--- config.mk ---
export PLATFORM = sky130hd
export DESIGN_NAME = c1541_gcr_track_ctrl_flat
export DESIGN_NICKNAME = d
export VERILOG_FILES = /design/src/rtl/c1541_gcr_pkg.sv /design/src/rtl/c1541_gcr_track_ctrl_if.sv /design/src/rtl/c1541_sd_req.sv /design/src/rtl/c1541_gcr_track_ctrl.sv /design/src/flat_wrapper.sv
export SDC_FILE = /design/constraint.sdc
export NUM_CORES = 1
export LEC_CHECK = 0
export CORE_MARGIN = 8
export CORE_UTILIZATION = 52
export CTS_CLUSTER_SIZE = 25
export DETAILED_ROUTE_END_ITERATION = 8
export GPL_ROUTABILITY_DRIVEN = 0
export PLACE_DENSITY = 0.8
export SLEW_MARGIN = 20
export SYNTH_ARGS = -nofsm -noshare
export SYNTH_HDL_FRONTEND = slang
export SYNTH_SLANG_ARGS = --single-unit
--- constraint.sdc ---
create_clock -name clk -period 6.1 [get_ports clk]
set_input_delay 1.83 -clock clk [delete_from_list [all_inputs] [get_ports clk]]
set_output_delay 1.83 -clock clk [all_outputs]
set_load 0.005 [all_outputs]
--- src/rtl/c1541_gcr_pkg.sv ---
// Shared types and constants for the 1541 GCR track buffer controller.
package c1541_gcr_pkg;

   localparam int unsigned LbaW         = 32;
   localparam int unsigned TRK_BLKS     = 16;
   localparam logic [6:0]  MAX_HTRK_DEF = 7'd83;

   typedef enum logic [1:0] {
      StIdle,
      StSettle,
      StFlush,
      StLoad
   } state_e;

endpackage

--- src/rtl/c1541_gcr_track_ctrl_if.sv ---
// SD block port: one outstanding read or write request, acknowledged by sd_ack.
interface c1541_gcr_track_ctrl_if;
   import c1541_gcr_pkg::*;

   logic [LbaW-1:0] sd_lba;
   logic [5:0]      sd_blk_cnt;
   logic            sd_rd;
   logic            sd_wr;
   logic            sd_ack;

   modport master (output sd_lba, output sd_blk_cnt, output sd_rd, output sd_wr, input sd_ack);
   modport slave  (input sd_lba, input sd_blk_cnt, input sd_rd, input sd_wr, output sd_ack);

endinterface

--- src/rtl/c1541_sd_req.sv ---
// Single-request SD handshake: req held from start until ack is seen, done on ack falling.
module c1541_sd_req (
   input  logic clk,
   input  logic reset_n,
   input  logic start,
   input  logic ack,
   output logic req,
   output logic done
);

   logic req_q;
   logic active_q;
   logic ack_q;

   assign req  = req_q;
   assign done = active_q && ack_q && !ack;

   always_ff @(posedge clk or negedge reset_n) begin
      if (!reset_n) begin
         req_q    <= 1'b0;
         active_q <= 1'b0;
         ack_q    <= 1'b0;
      end else begin
         ack_q <= ack;
         if (start) begin
            req_q    <= 1'b1;
            active_q <= 1'b1;
         end else begin
            if (ack)  req_q    <= 1'b0;
            if (done) active_q <= 1'b0;
         end
      end
   end

endmodule

--- src/rtl/c1541_gcr_track_ctrl.sv ---
// Track buffer sequencer: settle, write back dirty track, load requested track.
// Optional GCR_FLUSH_ON_MTR_OFF_EN: write back dirty track when the motor turns off.
module c1541_gcr_track_ctrl
   import c1541_gcr_pkg::*;
#(
   parameter logic [15:0] SETTLE_CYC   = 16'd20000,
   parameter int unsigned BLKS_PER_TRK = 5,
   parameter logic [6:0]  MAX_HTRK     = MAX_HTRK_DEF
) (
   input  logic                          clk,
   input  logic                          reset_n,
   input  logic                          img_mounted,
   input  logic                          img_readonly,
   input  logic [LbaW-1:0]               lba_base,
   input  logic [6:0]                    half_track,
   input  logic                          mtr,
   input  logic                          gcr_we,
   output logic                          busy,
   c1541_gcr_track_ctrl_if.master        sd,
   output logic [6:0]                    cur_track,
   output logic                          dirty
);

   state_e          state_q, state_d;
   logic [15:0]     cnt_q, cnt_d;
   logic [6:0]      cur_q, cur_d;
   logic [6:0]      last_req_q;
   logic [LbaW-1:0] lba_q, lba_d;
   logic            dirty_q, dirty_d;
   logic            valid_q, valid_d;
   logic            discard_q, discard_d;
   logic            flush_only_q, flush_only_d;
   logic [6:0]      req_trk;
   logic            start, req, done, mtr_fall;

   function automatic logic [LbaW-1:0] trk_lba(input logic [LbaW-1:0] base, input logic [6:0] t);
      return base + (LbaW'(t) << BLKS_PER_TRK);
   endfunction

   assign req_trk = (half_track > MAX_HTRK) ? MAX_HTRK : half_track;
   assign busy    = !((state_q == StIdle) && valid_q);

`ifdef GCR_FLUSH_ON_MTR_OFF_EN
   logic mtr_q;
   always_ff @(posedge clk or negedge reset_n) begin
      if (!reset_n) mtr_q <= 1'b0;
      else          mtr_q <= mtr;
   end
   assign mtr_fall = mtr_q && !mtr;
`else
   logic unused_mtr;
   assign unused_mtr = mtr;
   assign mtr_fall   = 1'b0;
`endif

   c1541_sd_req u_sd_req (
      .clk     (clk),
      .reset_n (reset_n),
      .start   (start),
      .ack     (sd.sd_ack),
      .req     (req),
      .done    (done)
   );

   always_comb begin
      state_d      = state_q;
      cnt_d        = cnt_q;
      cur_d        = cur_q;
      lba_d        = lba_q;
      dirty_d      = dirty_q;
      valid_d      = valid_q;
      discard_d    = discard_q;
      flush_only_d = flush_only_q;
      start        = 1'b0;
      unique case (state_q)
         StIdle: begin
            if (!valid_q || (req_trk != cur_q)) begin
               state_d = StSettle;
               cnt_d   = 16'd0;
            end else if (mtr_fall && dirty_q && !img_readonly) begin
               state_d      = StFlush;
               flush_only_d = 1'b1;
               start        = 1'b1;
               lba_d        = trk_lba(lba_base, cur_q);
            end
         end
         StSettle: begin
            if (req_trk != last_req_q) begin
               cnt_d = 16'd0;
            end else if (cnt_q == SETTLE_CYC - 16'd1) begin
               start = 1'b1;
               if (dirty_q && !img_readonly) begin
                  state_d      = StFlush;
                  flush_only_d = 1'b0;
                  lba_d        = trk_lba(lba_base, cur_q);
               end else begin
                  state_d = StLoad;
                  cur_d   = req_trk;
                  lba_d   = trk_lba(lba_base, req_trk);
               end
            end else begin
               cnt_d = cnt_q + 16'd1;
            end
         end
         StFlush: begin
            if (done) begin
               dirty_d = 1'b0;
               if (flush_only_q) begin
                  state_d   = StIdle;
                  discard_d = 1'b0;
               end else begin
                  state_d = StLoad;
                  start   = 1'b1;
                  cur_d   = req_trk;
                  lba_d   = trk_lba(lba_base, req_trk);
               end
            end
         end
         StLoad: begin
            if (done) begin
               state_d   = StIdle;
               valid_d   = !discard_q;
               discard_d = 1'b0;
            end
         end
         default: state_d = StIdle;
      endcase

      if (gcr_we && !busy && !img_readonly) dirty_d = 1'b1;

      // A mount drops the old image; a transfer in flight still has to finish first.
      if (img_mounted) begin
         valid_d = 1'b0;
         dirty_d = 1'b0;
         if ((state_d == StFlush) || (state_d == StLoad)) discard_d = 1'b1;
      end
   end

   always_ff @(posedge clk or negedge reset_n) begin
      if (!reset_n) begin
         state_q      <= StIdle;
         cnt_q        <= 16'd0;
         cur_q        <= 7'd0;
         last_req_q   <= 7'd0;
         lba_q        <= '0;
         dirty_q      <= 1'b0;
         valid_q      <= 1'b0;
         discard_q    <= 1'b0;
         flush_only_q <= 1'b0;
      end else begin
         state_q      <= state_d;
         cnt_q        <= cnt_d;
         cur_q        <= cur_d;
         last_req_q   <= req_trk;
         lba_q        <= lba_d;
         dirty_q      <= dirty_d;
         valid_q      <= valid_d;
         discard_q    <= discard_d;
         flush_only_q <= flush_only_d;
      end
   end

   assign sd.sd_lba     = lba_q;
   assign sd.sd_blk_cnt = 6'(TRK_BLKS - 1);
   assign sd.sd_rd      = req && (state_q == StLoad);
   assign sd.sd_wr      = req && (state_q == StFlush);
   assign cur_track     = cur_q;
   assign dirty         = dirty_q;

endmodule

--- src/flat_wrapper.sv ---
// flat-port wrapper written by rule: the top's interface ports become plain ports
module c1541_gcr_track_ctrl_flat import c1541_gcr_pkg::*;
#(
   parameter logic [15:0] SETTLE_CYC   = 16'd20000,
   parameter int unsigned BLKS_PER_TRK = 5,
   parameter logic [6:0]  MAX_HTRK     = MAX_HTRK_DEF
)
  (clk, reset_n, img_mounted, img_readonly, lba_base, half_track, mtr, gcr_we, busy, cur_track, dirty, sd_sd_lba, sd_sd_blk_cnt, sd_sd_rd, sd_sd_wr, sd_sd_ack);
  c1541_gcr_track_ctrl_if sd_i ();
  input  logic clk;
  input  logic reset_n;
  input  logic img_mounted;
  input  logic img_readonly;
  input  logic [LbaW-1:0] lba_base;
  input  logic [6:0] half_track;
  input  logic mtr;
  input  logic gcr_we;
  output logic busy;
  output logic [6:0] cur_track;
  output logic dirty;
  output wire logic [$bits(sd_i.sd_lba)-1:0] sd_sd_lba;
  output wire logic [$bits(sd_i.sd_blk_cnt)-1:0] sd_sd_blk_cnt;
  output wire logic [$bits(sd_i.sd_rd)-1:0] sd_sd_rd;
  output wire logic [$bits(sd_i.sd_wr)-1:0] sd_sd_wr;
  input wire logic [$bits(sd_i.sd_ack)-1:0] sd_sd_ack;
  assign sd_sd_lba = sd_i.sd_lba;
  assign sd_sd_blk_cnt = sd_i.sd_blk_cnt;
  assign sd_sd_rd = sd_i.sd_rd;
  assign sd_sd_wr = sd_i.sd_wr;
  assign sd_i.sd_ack = sd_sd_ack;
  c1541_gcr_track_ctrl #(.SETTLE_CYC(SETTLE_CYC), .BLKS_PER_TRK(BLKS_PER_TRK), .MAX_HTRK(MAX_HTRK)) u_core (.clk(clk), .reset_n(reset_n), .img_mounted(img_mounted), .img_readonly(img_readonly), .lba_base(lba_base), .half_track(half_track), .mtr(mtr), .gcr_we(gcr_we), .busy(busy), .sd(sd_i), .cur_track(cur_track), .dirty(dirty));
endmodule
==> reports/results.tsv, run 1 <==
metric	value	unit
final_cell_mix	clkdlybuf4s50_1, dfrtp_1, a21oi_1	
avgSynthCellArea	9.32	um^2
core	8720	um^2
clock_latency	0.35	ns
first_pass_iters	4	
synth_area_leaders	dfrtp_1, a21oi_1, ha_1	
synth-seq-cells	70	
grt_max_degree	44	
yosysSeqAreaShare	0.374	
placed_area	5580	um^2
critPathLaunchType	input port	
num-nets-final	647	
setup_viol	0	
synth_warnings	0	
rsz0062_at_grt	false	
status	finished, final reports clean	
drv_slew	0	
tightestPinTransition	0.965	ns
fin_crit_sh	0.849	
portBuffers	87	
yosysTopAreaCell	dfrtp_1	
timing.fmax	193	MHz
fillers	720	
hold_viol_final	0	
area_growth	23.6	%
grt_pass1_vias	4269	
final_common_cell	clkdlybuf4s50_1	
h-tree-depth	3	
grt_pass1_wl	20400	um
arrival	5.41	ns
drive_above_1_share	0.0786	
first_iter_violations	188	
diodes	0	
power.total	1.14	mW
tns	0	ns
final_antenna_net_count	0	
cts_resized	0	
crit_fanout	10	
synth_cell_type_count	67	
final_util	0.664	
yosysTopAreaCellShare	0.374	
finalWirelength	12300	um
numCtsBuffers	9	
die_area	12300	um^2
grt_usage	0.198	
synth-main-ff-cell	dfrtp_1	
clkTransAtPathRegs	0.08	ns
fin_crit	5.18	ns
cts_post_setup_buffers_inserted	0	
regToRegSetupSlack	3.00	ns
place_ws	0.612	ns
final.setup_skew	0.0112	ns
fp.dieH	111	um
fp-row-count	34	
initial_utilization	0.538	
synth_area	4690	um^2
layout_setup_ws	0.924	ns
register_area	1750	um^2
clk_path_buf_depth	2	
numClockSinks	70	
maxCapViolations	0	
vias	4187	
drc_errors	0	
synthCells	503	
synth_edf_count	0	
hp-class	register to register	
gr-total-overflow	0	
cts_root_buffer	clkbuf_8	
antenna_found_initial	0	
dieWidth	111	um
peakVddDrop	0.124	mV
io_pins	95	
avgRoutedWirePerCell	17.7	um
worstSetupEndpointType	register	
holdBufCountCts	0	
cts_tree	yes	
path_class	input port to register	
p_per_area	197	nW/um^2
crit_required	6.34	ns
multi_input_area	2700	um^2
async_flop_share	1.00	
slew_headroom	0.357	
power.leakage	2.31	nW
post-dp-hpwl	9140	um
final_area	5790	um^2
post_drt_via_cell_ratio	6.04	
through the flow:
stage / hold WS (ns) / std cells
final: 0.467 / 693
after global routing: 0.501 / 693
after CTS: 0.474 / 693
after global placement: 0.450 / 677
after floorplan: 0.437 / 507
after detailed placement: 0.463 / 677
cell usage after synthesis (4+ instances only):
master / instances
dfrtp_1: 70
a21oi_1: 52
nand2_1: 34
xnor2_1: 23
inv_1: 20
o21ai_0: 20
ha_1: 19
clkbuf_1: 17
mux2_1: 17
nor3_1: 16
nand3_1: 15
nor2_1: 14
o211ai_1: 12
mux2_2: 11
nand4_1: 10
or4_1: 10
o31ai_1: 9
or3_1: 9
and2_1: 7
and3_1: 7
buf_4: 7
nand2b_1: 6
nor2b_1: 6
o2111ai_1: 6
or2_2: 6
xor2_1: 6
a211oi_1: 5
a22oi_1: 5
buf_2: 5
nor4_1: 5
a21o_1: 4
a31oi_1: 4
layout make-up:
type | count | share of cell area
clock buffer | 12 | 0.0268
clock inverter | 4 | 0.00929
inverter | 20 | 0.0130
multi-input combinational | 385 | 0.466
sequential | 70 | 0.302
tap | 108 | 0.0233
timing repair buffer | 94 | 0.159
kinds of logic after synthesis:
kind of cell	count (synthesis)	share of synthesized area
XOR/XNOR	29	0.0542
AO/OA/AOI/OAI	139	0.194
flip-flops	70	0.374
adder cells (fa/ha/maj)	21	0.0592
AND/OR/NAND/NOR	161	0.195
other	2	0.00160
multiplexers	29	0.0694
buffers and inverters	52	0.0534
where the power goes:
| group | leakage [nW] | switching (mW) | internal (mW) |
|---|---|---|---|
| logic | 1.35 | 0.115 | 0.122 |
| clock network | 0.0992 | 0.183 | 0.213 |
| registers | 0.864 | 0.0186 | 0.490 |
metal layers:
layer  vias up  GRT usage  wire length (um)
met5         -          0                 0
met4         0     0.0928               298
met2       117      0.323              5810
met3        28     0.0617               842
met1      2036      0.231              5310
li1       2006          -                 -
state kept, by name (all words and copies together), names as in the netlist:
name                      count
u_core.sd.sd_lba             32
u_core.valid_q                1
u_core.cur_track              7
u_core.discard_q              1
u_core.state_q                2
u_core.u_sd_req.active_q      1
u_core.last_req_q             7
u_core.cnt_q                 16
u_core.u_sd_req.req           1
u_core.dirty                  1
u_core.u_sd_req.ack_q         1
critical path: stages:
cell and delay, ns:
clkdlybuf4s50_1 0.52, o211ai_1 0.34, nand3b_1 0.29, ha_1 0.31
fa_1 0.43, a211oi_1 0.39, o21ai_0 0.20, a311o_1 0.53
o2111ai_1 0.18, xnor2_1 0.09, mux2_1 0.30
final timing paths:
| check | startpoint | depth (start not counted) | to |
|---|---|---|---|
| setup / recovery | half_track[3] | 11 | u_core.sd.sd_lba[29]$_DFFE_PN0P_ |
| hold / removal | u_core.discard_q$_DFF_PN0_ | 1 | u_core.valid_q$_DFFE_PN0P_ |
| hold reg to reg | u_core.discard_q$_DFF_PN0_ | 1 | u_core.valid_q$_DFFE_PN0P_ |
| min in group asynchronous | reset_n | 1 | u_core.cur_track[1]$_DFFE_PN0P_ |
| max in group asynchronous | reset_n | 2 | u_core.sd.sd_lba[25]$_DFFE_PN0P_ |
| setup reg to reg | u_core.cnt_q[7]$_DFFE_PN0P_ | 7 | u_core.sd.sd_lba[26]$_DFFE_PN0P_ |
(Power assumes the default switching activity.)
==> inputs of run 2 (changes only) <==
Settings changed: CORE_UTILIZATION 52 to 47, PLACE_DENSITY 0.8 to 0.76.
Clock period 6.1 ns to 4.74 ns, I/O delays scaled along.
==> run 2 against run 1 <==
Net effect:
- utilization fell by 5.0 points
- power rose by 41%
- largest power group unchanged
- critical endpoint unchanged
- critical path depth did not move
- sequential power rose by 29%
- global-route usage rose by 0.52 points
- wire length rose by 4.4%
- die area rose by 9.1%
- clock power rose by 62%
==> reports/results.tsv, run 2 (synthesis gave the netlist of run 1 again) <==
metric	value	unit	change
status	finished, final reports clean		
initial_utilization	0.482		-0.0557
grt_pass1_vias	4393		+2.9%
clkTransAtPathRegs	0.08	ns	about the same
num-nets-final	659		+1.9%
drv_slew	0		unchanged
setup_viol	0		unchanged
clock_latency	0.36	ns	about the same
final.setup_skew	0.00843	ns	-0.00276 ns
tns	0	ns	unchanged
hold_viol_final	0		unchanged
p_per_area	270	nW/um^2	+37%
dieWidth	116	um	+4.4%
largest_register_ffs	32		unchanged
numCtsBuffers	9		unchanged
power.leakage	2.40	nW	+4.0%
core	9730	um^2	+12%
die_area	13400	um^2	+9.1%
final_common_cell	clkdlybuf4s50_1		
timing.fmax	227	MHz	
crit_required	4.99	ns	-1.35 ns
gr-total-overflow	0		unchanged
antenna_found_initial	0		unchanged
drc_errors	0		unchanged
drive_above_1_share	0.0972		+0.0185
first_pass_iters	4		unchanged
register_area	1750	um^2	unchanged
worstSetupEndpointType	register		
diodes	0		unchanged
multi_input_area	2700	um^2	unchanged
numClockSinks	70		unchanged
grt_usage	0.203		+0.00521
fp.dieH	116	um	+4.4%
fillers	863		+20%
post-dp-hpwl	9660	um	+5.8%
cts_root_buffer	clkbuf_8		
first_iter_violations	187		-0.53%
arrival	4.66	ns	-0.75 ns
rsz0062_at_grt	false		
critPathLaunchType	input port		
peakVddDrop	0.165	mV	+33%
tightestPinTransition	0.865	ns	-0.0996 ns
area_growth	27.5	%	
clk_path_buf_depth	2		unchanged
portBuffers	87		unchanged
cts_post_setup_buffers_inserted	0		unchanged
cts_tree	yes		
slew_headroom	0.418		+0.0611
fin_crit	4.41	ns	
io_pins	95		unchanged
path_class	input port to register		
hp-class	register to register		
final_antenna_net_count	0		unchanged
dp.cells	714		+5.5%
cts_resized	0		unchanged
post_drt_via_cell_ratio	5.79		-4.1%
h-tree-depth	3		unchanged
holdBufCountCts	0		unchanged
avgRoutedWirePerCell	17.5	um	-0.87%
vias	4230		+1.0%
stdcell_count	730		+5.3%
finalWirelength	12800	um	+4.4%
grt_max_degree	34		-23%
maxCapViolations	0		unchanged
fin_crit_sh	0.931		
final_cell_mix	clkdlybuf4s50_1, dfrtp_1, a21oi_1		
fp-row-count	36		+5.9%
crit_fanout	10		unchanged
grt_pass1_wl	21600	um	+5.6%
==> run 2: cell count changes in the layout (fill, tap and decap cells not counted) <==
cell        delta
buf_4         +10
clkinv_4       +1
buf_2          +1
bufinv_16      +3
inv_6          -1
clkinv_2       +1
clkbuf_8       -2
clkinvlp_4     -2
buf_12         +1
==> run 2: final timing paths <==
path / slack, ns / cells past startpoint / from / endpoint
setup / recovery: 0.33 / 11 / half_track[2] / u_core.sd.sd_lba[29]$_DFFE_PN0P_
hold / removal: 0.48 / 1 / u_core.discard_q$_DFF_PN0_ / u_core.valid_q$_DFFE_PN0P_
setup reg to reg: 1.92 / 9 / u_core.cur_track[0]$_DFFE_PN0P_ / u_core.sd.sd_lba[25]$_DFFE_PN0P_
hold reg to reg: 0.48 / 1 / u_core.discard_q$_DFF_PN0_ / u_core.valid_q$_DFFE_PN0P_
max in group asynchronous: 2.81 / 2 / reset_n / u_core.sd.sd_lba[11]$_DFFE_PN0P_
min in group asynchronous: 1.14 / 1 / reset_n / u_core.last_req_q[4]$_DFF_PN0_
==> run 2: per-stage QoR <==
| stage | total power, mW | utilization | hold WS [ns] | area (um^2) | setup WS [ns] |
|---|---|---|---|---|---|
| 6_report | 1.61 | 0.614 | 0.481 | 5980 | 0.328 |
| 5_1_grt | 1.69 | 0.614 | 0.499 | 5980 | 0.0904 |
| 4_1_cts | 1.62 | 0.614 | 0.487 | 5980 | 0.351 |
| 3_5_place_dp | 0.979 | 0.587 | 0.468 | 5720 | -0.00439 |
| 3_3_place_gp | 0.968 | 0.587 | 0.449 | 5720 | 0.0799 |
| 2_1_floorplan | 0.812 | - | 0.437 | 4700 | 0.548 |
==> run 2: report_power, final <==
group	switching (mW)	internal (mW)	leakage (nW)	total, mW
sequential	0.0236	0.630	0.864	0.654
clock	0.240	0.403	0.130	0.643
combinational	0.152	0.164	1.41	0.316
==> run 2: layout make-up <==
type	count	share of cell area
clock buffers	10	0.0214
inverters	20	0.0126
multi-input cells	385	0.452
flip-flops and latches	70	0.293
clock inverters	6	0.0224
well taps	133	0.0278
repair buffers	106	0.171
==> run 2: routing by layer <==
layer  track usage  share of wire  vias up
li1              -              -     2033
met3        0.0573          0.065       24
met4        0.0847          0.020        0
met1         0.247           0.43     2052
met2         0.329           0.48      121
met5             0              0        -
==> run 2: worst max-delay path, stage by stage <==
cell,delay [ns]
clkdlybuf4s50_1,0.44
o211ai_1,0.23
nand3b_1,0.18
ha_1,0.26
fa_1,0.43
a211oi_1,0.39
o21ai_0,0.19
a311o_1,0.53
o2111ai_1,0.18
xnor2_1,0.09
mux2_1,0.30
==> inputs of run 3 (changes only) <==
Settings changed: PLACE_DENSITY 0.76 to 0.77, SLEW_MARGIN 20 to not set, SYNTH_HIERARCHICAL set to 1.
==> run 3 against run 2 <==
Net effect:
- hold slack worse by 0.0061 ns
- cell area shrank 5.8%
- wire length down 13%
- global-route usage decreased by 2.7 points
- synthesized cell count down 3.4%
- first-iteration DRC count shrank 24%
- critical path depth grew 1
- sequential cell count unchanged
- clock power fell by 33%
- register-to-register slack gained 0.18 ns
- power decreased by 25%
- largest cell class unchanged
==> reports/results.tsv, run 3 <==
metric	value	unit	change
status	finished, final reports clean		
core	9240	um^2	-5.0%
hold_slack	0.475	ns	-0.00610 ns
dieWidth	114	um	-2.0%
yosysMostFrequentCell	dfrtp_1		
synthCells	486		-3.4%
drv_slew	0		unchanged
drive_above_1_share	0.0799		-0.0173
finalWirelength	11200	um	-13%
final_antenna_net_count	0		unchanged
synth_area_leaders	dfrtp_1, o21ai_0, ha_1		
hp-class	register to register		
yosysSeqAreaShare	0.392		+0.0181
cts_resized	0		unchanged
rsz0062_at_grt	false		
grt_usage	0.176		-0.0272
synth-main-ff-cell	dfrtp_1		
synth_cell_type_count	63		-6.0%
grt_max_degree	42		+24%
diodes	0		unchanged
seqPwrFrac	0.501		+0.096
post_drt_via_cell_ratio	5.62		-3.1%
fin_crit	4.36	ns	-0.0484 ns
synth_edf_count	0		unchanged
synth_mux_area_frac	0.0459		-0.0235
p_per_area	214	nW/um^2	-21%
avgSynthCellArea	9.20	um^2	-1.3%
post-dp-hpwl	8580	um	-11%
area_growth	25.9	%	
synth_warnings	6		+6
avgRoutedWirePerCell	15.8	um	-9.6%
tightestPinTransition	0.682	ns	-0.184 ns
numCtsBuffers	9		unchanged
synth-seq-cells	70		unchanged
p_clk_frac	0.355		-0.044
power_frac_comb	0.144		-0.052
h-tree-depth	3		unchanged
maxCapViolations	0		unchanged
yosysTopAreaCell	dfrtp_1		
drc_errors	0		unchanged
die_area	12900	um^2	-4.0%
clock_latency	0.33	ns	-0.03 ns
io_pins	95		unchanged
numClockSinks	70		unchanged
synthAdderAreaFrac	0.0621		+0.00287
clkTransAtPathRegs	0.07	ns	about the same
async_flop_share	1.00		unchanged
slew_headroom	0.546		+0.128
tns	0	ns	unchanged
timing.fmax	229	MHz	+1.1%
synthSimpleGateAreaFrac	0.188		-0.00680
grt_pass1_vias	3949		-10%
synth_common_cells	dfrtp_1, nand2_1, o21ai_0		
first_iter_violations	143		-24%
final_common_cell	clkdlybuf4s50_1		
path_class	input port to register		
power.leakage	2.41	nW	+0.52%
synth-compound-area-share	0.204		+0.0105
p_switching	306	uW	-26%
fp-row-count	35		-2.8%
antenna_found_initial	0		unchanged
yosysTopAreaCellShare	0.392		+0.0181
largest_register_ffs	32		unchanged
final_area	5630	um^2	-5.8%
synth_top_family_by_area	compound AO/OA/AOI/OAI gates		
critPathLaunchType	input port		
placed_area	5460	um^2	-4.4%
initial_utilization	0.484		+0.00209
hold_viol_final	0		unchanged
gr-total-overflow	0		unchanged
vias	3960		-6.4%
synth_xor_area_frac	0.0627		+0.00850
fp.dieH	114	um	-2.0%
grt_pass1_wl	18700	um	-13%
holdBufCountCts	0		unchanged
portBuffers	87		unchanged
setup_viol	0		unchanged
worstSetupEndpointType	register		
final_cell_mix	clkdlybuf4s50_1, dfrtp_1, nand2_1		
crit_required	4.95	ns	-0.04 ns
cts_post_setup_buffers_inserted	0		unchanged
first_pass_iters	5		+1
switching_share	0.254		-0.00420
crit_fanout	10		unchanged
p_int	901	uW	-25%
power.total	1.21	mW	-25%
num-nets-final	639		-3.0%
cts_tree	yes		
clk_path_buf_depth	2		unchanged
synth_area	4470	um^2	-4.6%
cts_root_buffer	clkbuf_8		
peakVddDrop	0.119	mV	-28%
final.setup_skew	0.00883	ns	+0.000401 ns
arrival	4.58	ns	-0.08 ns
fin_crit_sh	0.921		-0.0102
## run 3: worst max-delay path, stage by stage
cell and delay (ns):
clkdlybuf4s50_1 0.43, or3_1 0.39, a21o_1 0.25, ha_1 0.24
fa_1 0.44, a211oi_1 0.33, o21ai_0 0.19, nand2_1 0.09
a22o_1 0.37, nor2_1 0.12, xnor2_1 0.20, o21ai_0 0.11
## run 3: metrics by stage
stage,utilization,setup WS [ns],cells
final,0.609,0.376,705
after global routing,0.609,0.224,705
after global placement,0.591,0.161,690
after CTS,0.609,0.458,705
after detailed placement,0.591,0.121,690
after floorplan,-,0.678,490
## run 3: metal layers
layer	vias to the layer above	part of all wire	GRT usage
met2	108	0.45	0.274
li1	1911	-	-
met1	1930	0.45	0.223
met3	11	0.081	0.0623
met5	-	0	0
met4	0	0.011	0.0524
## run 3: kinds of logic after synthesis
| logic type | Yosys count |
|---|---|
| AND/OR/NAND/NOR | 163 |
| AO/OA/AOI/OAI | 142 |
| flip-flops | 70 |
| buffers and inverters | 40 |
| XOR/XNOR | 32 |
| adder cells (fa/ha/maj) | 21 |
| multiplexers | 16 |
| other | 2 |
## run 3: worst paths after layout
check,startpoint,to,slack (ns),cells past startpoint
worst min register to register,u_core/u_sd_req/active_q$_DFFE_PN0P_,u_core/u_sd_req/active_q$_DFFE_PN0P_,0.47,1
worst min-delay path,u_core/u_sd_req/active_q$_DFFE_PN0P_,u_core/u_sd_req/active_q$_DFFE_PN0P_,0.47,1
max in group asynchronous,reset_n,u_core/cnt_q[9]$_DFFE_PN0P_,2.63,2
worst max-delay path,half_track[3],u_core/sd.sd_lba[15]$_DFFE_PN0P_,0.38,12
worst max register to register,u_core/cur_track[0]$_DFFE_PN0P_,u_core/sd.sd_lba[15]$_DFFE_PN0P_,2.10,10
min in group asynchronous,reset_n,u_core/sd.sd_lba[3]$_DFFE_PN0P_,1.12,1
## run 3: final cells by class
type,count,area (um^2)
fillers,813,3610
clock buffers,14,163
multi-input cells,380,2540
inverters,14,52.6
well taps,129,161
clock inverters,1,5.00
repair buffers,97,953
flip-flops and latches,70,1750
## run 3: power by group through the flow
stage / Clock (mW) / Combinational (mW) / Sequential [mW]
after detailed placement: 0 / 0.173 / 0.616
after global routing: 0.470 / 0.192 / 0.604
final: 0.429 / 0.174 / 0.604
after CTS: 0.438 / 0.174 / 0.604
after floorplan: 0 / 0.0958 / 0.615
after global placement: 0 / 0.168 / 0.615
